<file path="src/rtl/seq_pkg.sv">
// Shared link constants for seq_tx and the sequence detectors.
// Both ends of the serial link import these so framing agrees.
package seq_pkg;

  typedef enum logic [1:0] {
    ST_IDLE = 2'd0,
    ST_PRE  = 2'd1,
    ST_DATA = 2'd2,
    ST_GAP  = 2'd3
  } seq_state_e;

  localparam int         SEQ_PRE_LEN  = 4;
  localparam logic [3:0] SEQ_PREAMBLE = 4'b1011;

  function automatic int max3(input int a, input int b, input int c);
    int m;
    m = (a > b) ? a : b;
    return (m > c) ? m : c;
  endfunction

endpackage

</file>
<file path="src/rtl/seq_tx_shreg.sv">
// Word register for seq_tx: parallel load, shift left, MSB out.
// Asynchronous active-low clear.
module seq_tx_shreg #(
  parameter int WIDTH = 8
) (
  input  logic             clk,
  input  logic             rst_n,
  input  logic             load_i,
  input  logic             shift_i,
  input  logic [WIDTH-1:0] d_i,
  output logic             msb_o
);

  logic [WIDTH-1:0] q_q;

  always_ff @(posedge clk or negedge rst_n) begin
    if (!rst_n) begin
      q_q <= '0;
    end else if (load_i) begin
      q_q <= d_i;
    end else if (shift_i) begin
      q_q <= q_q << 1;
    end
  end

  assign msb_o = q_q[WIDTH-1];

endmodule

</file>
<file path="src/rtl/seq_tx.sv">
// Serial frame transmitter: preamble, data MSB-first, idle gap.
// All serial outputs are registered, one bit per clock.
module seq_tx
  import seq_pkg::*;
#(
  parameter int                 WIDTH    = 8,
  parameter int                 PRE_LEN  = SEQ_PRE_LEN,
  parameter logic [PRE_LEN-1:0] PREAMBLE = SEQ_PREAMBLE,
  parameter int                 GAP_LEN  = 2
) (
  input  logic             clk,
  input  logic             rst,
  input  logic             in_valid,
  input  logic [WIDTH-1:0] in_data,
  output logic             in_ready,
  input  logic             abort,
  output logic             tx_bit,
  output logic             tx_active,
  output logic             done
);

  if (WIDTH < 1 || PRE_LEN < 1 || GAP_LEN < 1) begin : g_bad_param
    $error("seq_tx: WIDTH, PRE_LEN and GAP_LEN must be >= 1");
  end

  localparam int CMAX = max3(PRE_LEN, WIDTH, GAP_LEN);
  localparam int CW   = $clog2(CMAX) + 1;

  localparam logic [CW-1:0] PRE_LD  = CW'(PRE_LEN - 1);
  localparam logic [CW-1:0] DATA_LD = CW'(WIDTH - 1);
  localparam logic [CW-1:0] GAP_LD  = CW'(GAP_LEN - 1);

  seq_state_e state_q, state_d;
  logic [CW-1:0] cnt_q, cnt_d;
  logic tx_bit_q, tx_bit_d;
  logic act_q, act_d;
  logic done_q, done_d;
  logic load, shift, msb;
  logic [PRE_LEN-1:0] pre_sh;

  seq_tx_shreg #(
    .WIDTH(WIDTH)
  ) u_shreg (
    .clk    (clk),
    .rst_n  (rst),
    .load_i (load),
    .shift_i(shift),
    .d_i    (in_data),
    .msb_o  (msb)
  );

  // Counter holds the index of the preamble bit now on the line.
  assign pre_sh = PREAMBLE >> (cnt_q - CW'(1));

  always_ff @(posedge clk or negedge rst) begin
    if (!rst) begin
      state_q  <= ST_IDLE;
      cnt_q    <= '0;
      tx_bit_q <= 1'b0;
      act_q    <= 1'b0;
      done_q   <= 1'b0;
    end else begin
      state_q  <= state_d;
      cnt_q    <= cnt_d;
      tx_bit_q <= tx_bit_d;
      act_q    <= act_d;
      done_q   <= done_d;
    end
  end

  always_comb begin
    state_d  = state_q;
    cnt_d    = cnt_q;
    tx_bit_d = 1'b0;
    act_d    = 1'b0;
    done_d   = 1'b0;
    load     = 1'b0;
    shift    = 1'b0;
    unique case (state_q)
      ST_IDLE: begin
        if (in_valid) begin
          load     = 1'b1;
          state_d  = ST_PRE;
          cnt_d    = PRE_LD;
          tx_bit_d = PREAMBLE[PRE_LEN-1];
          act_d    = 1'b1;
        end
      end
      ST_PRE: begin
        if (abort) begin
          state_d = ST_GAP;
          cnt_d   = GAP_LD;
        end else if (cnt_q != '0) begin
          cnt_d    = cnt_q - CW'(1);
          tx_bit_d = pre_sh[0];
          act_d    = 1'b1;
        end else begin
          state_d  = ST_DATA;
          cnt_d    = DATA_LD;
          tx_bit_d = msb;
          act_d    = 1'b1;
          shift    = 1'b1;
        end
      end
      ST_DATA: begin
        if (abort) begin
          state_d = ST_GAP;
          cnt_d   = GAP_LD;
        end else if (cnt_q != '0) begin
          cnt_d    = cnt_q - CW'(1);
          tx_bit_d = msb;
          act_d    = 1'b1;
          shift    = 1'b1;
        end else begin
          state_d = ST_GAP;
          cnt_d   = GAP_LD;
          done_d  = 1'b1;
        end
      end
      ST_GAP: begin
        if (cnt_q == '0) begin
          state_d = ST_IDLE;
        end else begin
          cnt_d = cnt_q - CW'(1);
        end
      end
      default: begin
        state_d = ST_IDLE;
        cnt_d   = '0;
      end
    endcase
  end

  assign in_ready  = (state_q == ST_IDLE);
  assign tx_bit    = tx_bit_q;
  assign tx_active = act_q;
  assign done      = done_q;

endmodule

</file>
<file path="config.mk">
export PLATFORM = sky130hd
export DESIGN_NAME = seq_tx
export DESIGN_NICKNAME = d
export VERILOG_FILES = /design/src/rtl/seq_pkg.sv /design/src/rtl/seq_tx_shreg.sv /design/src/rtl/seq_tx.sv
export SDC_FILE = /design/constraint.sdc
export NUM_CORES = 1
export LEC_CHECK = 0
export ABC_CLOCK_PERIOD_IN_PS = 2800
export BUFFER_PORTS_ARGS = -buffer_cell sky130_fd_sc_hd__clkbuf_2
export CORE_ASPECT_RATIO = 0.9
export CORE_UTILIZATION = 55
export CTS_CLUSTER_DIAMETER = 60
export CTS_CLUSTER_SIZE = 8
export DETAILED_ROUTE_END_ITERATION = 8
export HOLD_SLACK_MARGIN = 0.15
export PLACE_DENSITY = 0.76
export SLEW_MARGIN = 5
export SYNTH_ARGS = -nofsm -noshare
export SYNTH_HDL_FRONTEND = slang
export SYNTH_SLANG_ARGS = --single-unit
</file>
<file path="constraint.sdc">
create_clock -name clk -period 2.8 [get_ports clk]
set_clock_uncertainty 0.15 [all_clocks]
set_input_delay 0.84 -clock clk [delete_from_list [all_inputs] [get_ports clk]]
set_output_delay 0.84 -clock clk [all_outputs]
set_load 0.02 [all_outputs]
</file>
After elaboration in Yosys (flattened, before gate mapping)
Cells that the tools add are included.
{"block": "word_totals", "ff_bits": 17}
{"block": "op_classes", "shift": 1, "reduce_logical": 6, "muxes": 31, "add_sub_neg": 1, "eq_ne": 8}
{"op": "4-bit two-way mux", "count": 6}
{"op": "8-bit two-way mux", "count": 2}
{"op": "4-bit case mux with 4 select lines", "count": 1}
{"op": "1-bit two-way mux", "count": 12}
{"op": "2-bit two-way mux", "count": 6}
{"op": "2-bit case mux with 4 select lines", "count": 1}
{"op": "2-bit inequality test (second input constant)", "count": 3}
{"op": "3-bit inequality test (second input constant)", "count": 2}
{"op": "1-bit case mux with 3 select lines", "count": 2}
{"op": "2-bit == test (second input constant)", "count": 2}
{"op": "4-bit zero test", "count": 1}
{"op": "4-bit AND reduction", "count": 1}
{"op": "4-bit nonzero test", "count": 1}
{"op": "4-bit by 4-bit right shift with 1-bit output (first input constant)", "count": 1}
{"op": "4-bit by 1-bit subtractor with 4-bit output (second input constant)", "count": 1}
{"op": "2-bit by 1-bit == test with 1-bit output (second input constant)", "count": 1}
{"op": "2-bit zero test", "count": 1}
{"op": "1-bit case mux with 2 select lines", "count": 1}
{"op": "2-bit AND reduction", "count": 1}
{"op": "2-bit nonzero test", "count": 1}

Logic depth before layout (Yosys ltp)
{"block": "logic_depth", "word_depth": 6, "depth_mapped": 8, "depth_no_buf": 6}

Hierarchy
A second synthesis with hierarchy kept.
{"block": "unflattened", "cells_unflattened": 108, "area_unflattened_um2": 1041.0}
{"mod": "seq_tx", "seq_area_each_um2": 225.2, "cells_per_inst": 74, "area_per_inst_um2": 671.9, "n_inst": 1}
{"mod": "seq_tx_shreg", "seq_area_each_um2": 200.2, "cells_per_inst": 34, "area_per_inst_um2": 369.1, "n_inst": 1}

Worst setup path before layout
OpenSTA, ideal clock, no wires.
{"block": "synth_path", "path_kind": "register -> register", "startpoint": "register cnt_q[0]", "endpoint": "register u_shreg.q_q[4]", "arrival_time_ns": 1.657, "path_stages_with_launch": 9, "t_required_ns": 2.523, "setup_time_ns": 0.127, "slack_ns": 0.866, "n_path_buf": 2, "cell_sequence": "dfrtp_1 -> inv_1 -> ha_1 -> or3b_1 -> buf_6 -> mux2i_4 -> buf_6 -> nand3_1 -> o211ai_2"}
{"block": "synth_between", "elab_chain_len": 5, "word_cells_on_any_way": 7, "cone_classes": "mux: 5; reduce/logical: 2"}
{"element": "start: declaration", "line_no": "seq_tx.sv:34", "rtl": "logic [CW-1:0] cnt_q, cnt_d;"}
{"element": "start signal: assignment", "line_no": "seq_tx.sv:64", "rtl": "cnt_q <= cnt_d;"}
{"element": "4-bit nonzero test *", "line_no": "seq_tx.sv:93, seq_tx.sv:109"}
{"element": "1-bit two-way mux, on equally long branches", "line_no": "seq_tx.sv:109, seq_tx.sv:93"}
{"element": "1-bit two-way mux, on equally long branches", "line_no": "seq_tx.sv:106, seq_tx.sv:90"}
{"element": "1-bit case mux with 2 select lines *", "line_no": "seq_tx.sv:79", "rtl": "unique case (state_q)"}
{"element": "2-bit nonzero test (no source line) *"}
{"element": "end signal: assignment", "line_no": "seq_tx_shreg.sv:20", "rtl": "q_q <= d_i;"}
{"element": "end signal: assignment", "line_no": "seq_tx_shreg.sv:22", "rtl": "q_q <= q_q << 1;"}
{"element": "end: declaration", "line_no": "seq_tx_shreg.sv:14", "rtl": "logic [WIDTH-1:0] q_q;"}
Mark *: on every way between the ends. The rest lies on a longest branch, timed or not.
A chain may end at the register's enable or synchronous reset.

Worst setup path after layout
{"block": "layout_path", "startpoint": "register state_q[0]", "endpoint": "output port in_ready"}
{"block": "layout_between", "elab_chain_len": 1}
{"element": "start: declaration", "line_no": "seq_tx.sv:33", "rtl": "seq_state_e state_q, state_d;"}
{"element": "start signal: assignment", "line_no": "seq_tx.sv:63", "rtl": "state_q <= state_d;"}
{"element": "2-bit zero test", "line_no": "seq_tx.sv:134", "rtl": "assign in_ready = (state_q == ST_IDLE);"}
{"element": "end: declaration", "line_no": "seq_tx.sv:15", "rtl": "output logic in_ready,"}
Every way passes these cells.

==> summary.txt <==
Clock tree
  • H-tree depth: 1
  • Clk_lat worst skew: between 0.2 and 0.3 ns
  • Setup bufs post-CTS: 0
  • CTS Buffer Depth: 2
  • Total CTS buffers: 3
  • CTS Root Cell: clkbuf_4
  • CTS tree: yes
  • Sink Count: 17
  • Clock-pin slew on the worst setup and hold paths: 0.11 ns
  • Number of hold buffers added after cts: 0
  • CTS resizes: 0

Worst setup path
  • Worst Path Max Fanout: 8
  • CP required: between 1.5 and 2 ns
  • Critical path's top delay family: flip-flops
  • Worst Setup End Kind: output pin
  • Slowest CP cell: dfrtp_1
  • Worst path max stage delay: between 0.4 and 0.5 ns
  • Arr. time, crit path: 1.41 ns
  • Buf+Inv Stages, Crit Path: 2
  • Critical path, cell by cell: inv_1 -> ha_1 -> clkbuf_2
  • CP Class: flop to output pin
  • CP startpoint kind: flop

Logic synthesis
  • Netlist cell types: 34
  • Syn Inst Count: 109
  • Synth Register Bits: 17
  • Synth Flop Type: dfrtp_1
  • Net Count, Synth: roughly 130
  • Sequential area share after synthesis: 0.411
  • Synth warnings: 0
  • Syn_area_per_cell: 9.50 um^2
  • Synthesized area: 0.00104 mm^2
  • Post-synth EDFFs: 0
  • Async SR Flop Fraction: 1.00

Die
  • Die area: 0.00206 mm^2
  • Initial Util: 0.603
  • Core area: ~0.0017 mm^2
  • Die width: between 40 and 50 um
  • Die Span Y: between 40 and 50 um
  • Row Count: 14
  • Ports: 16

GRT
  • First-pass GRT wire length: 3460 um
  • GRT Total Usage: 0.232
  • Vias in the first global route: approximately 790
  • Largest net degree at the start of global routing: 18
  • Initial antenna violation count: 0
  • Grt total ovfl: 0

Timing
  • Least-Margin Pin Slew: roughly 0.46 ns
  • Setup TNS: 0 ns
  • Final worst-path cycle share: 0.856
  • Setup-failing EPs final: 0
  • Final Slew Violations: 0
  • RSZ-0062 raised after global routing: false
  • Worst-case headroom to the max-slew limit: 0.685
  • Fmax: 0.417 GHz
  • Hold Vio Cnt, Final: 0
  • Final min period: 2.40 ns

Drt
  • Initial DRC count: 30
  • Drt drc: 0
  • ANT nets after route: 0
  • Avg WL per Cell: 13.8 um
  • Post-DR vias/cell: 5.74
  • Initial DRT Pass Iterations: 4
  • Vias: ~840
  • Post-Route WL: around 2000 um

Finish
  • FILL cells: 145
  • Most frequent cells in the layout: nand2_1 (20), dfrtp_1 (17), clkbuf_2 (15)
  • Layout area overhead: 8.33%
  • Design area: between 0.001 and 0.0015 mm^2
  • Layout cells sized above 1: 0.195
  • N_diodes: 0
  • Leading cell type in the layout, fill and taps excluded: nand2_1
  • Layout Nets: 141

Flow run
  • Max-cap violations: 0

Pwr
  • Peak VDD IR: 0.000654 V
  • PD cells: between 1000 and 1500 mW/mm^2
  • Static leakage: 0.515 nW

Placed design
  • Placer's final routability congestion estimate: between 0.8 and 0.9
  • Detailed placement HPWL: 1470 um
  • Port Buf Inserts: 15
  • Placed Area: about 0.0011 mm^2

Status
  • Run status: complete, no violations

Min path
  • Worst hold path class: primary input to async pin
==> state kept, by name, indices dropped and copies added (netlist names) <==
register     cells
done             1
cnt_q            4
tx_bit           1
tx_active        1
state_q          2
u_shreg.q_q      8
==> worst paths after layout <==
kind                             endpoint           start  depth (start not counted)  slack (ns)
setup reg to reg           u_shreg.q_q[1]        cnt_q[0]                          6        0.55
hold reg to reg            u_shreg.q_q[4]  u_shreg.q_q[3]                          2        0.38
min in group clk           u_shreg.q_q[4]  u_shreg.q_q[3]                          2        0.38
setup / recovery                 in_ready      state_q[0]                          3        0.40
hold / removal                   cnt_q[2]             rst                          1        0.31
max in group asynchronous  u_shreg.q_q[5]             rst                          1        1.88
==> synth_stat cells (all sizes together) (2+ instances only) <==
library cell,number,area share
a21boi,2,0.014
a21oi,4,0.019
buf,4,0.040
dfrtp,17,0.41
ha,5,0.060
inv,6,0.022
mux2i,3,0.041
nand2,20,0.072
nand2b,2,0.012
nand3,7,0.034
nand3b,2,0.014
nor2,4,0.014
o211ai,7,0.060
o21ai,7,0.034
o32a,3,0.029
xnor2,2,0.017
==> final cells by class <==
cell class              count  area [um^2]  share of cell area
inverters                   6         22.5              0.0201
well taps                  24         30.0              0.0268
multi-input cells          81          543               0.484
repair buffers             15         75.1              0.0669
flip-flops and latches     17          425               0.379
clock buffers               4         26.3              0.0234
==> per-layer routing <==
| layer | track usage | up-vias | share of wire |
|---|---|---|---|
| li1 | - | 413 | - |
| met1 | 0.348 | 400 | 0.48 |
| met2 | 0.341 | 31 | 0.47 |
| met3 | 0.0426 | 0 | 0.047 |
| met4 | 0.0556 | 0 | 0 |
| met5 | 0 | - | 0 |
==> cells by family after synthesis <==
| kind of cell | count (synthesis) | share of synthesized area |
|---|---|---|
| and+or+nand+nor | 43 | 0.204 |
| DFF | 17 | 0.411 |
| adders and majority gates | 5 | 0.0604 |
| muxes | 4 | 0.0519 |
| buffers and inverters | 11 | 0.0652 |
| xor gates and xnor gates | 2 | 0.0169 |
| AOI/OAI and AO/OA | 27 | 0.191 |
==> power by group <==
part / leakage (nW) / internal (mW) / switching [mW]
registers: 0.216 / 0.353 / 0.0809
clock network: 0.0150 / 0.0552 / 0.0796
logic: 0.284 / 0.302 / 0.397
total: 0.515 / 0.711 / 0.557
==> through the flow <==
stage	cells	setup slack, ns	power (mW)	util	hold WS (ns)
floorplan	109	0.866	1.01	-	0.334
global placement	143	0.640	1.10	0.638	0.346
detailed placement	143	0.610	1.13	0.638	0.354
CTS	147	0.404	1.26	0.654	0.327
global route	147	0.308	1.37	0.654	0.340
finish	147	0.403	1.27	0.654	0.313
Note: power is estimated with default switching activity, not from simulation.
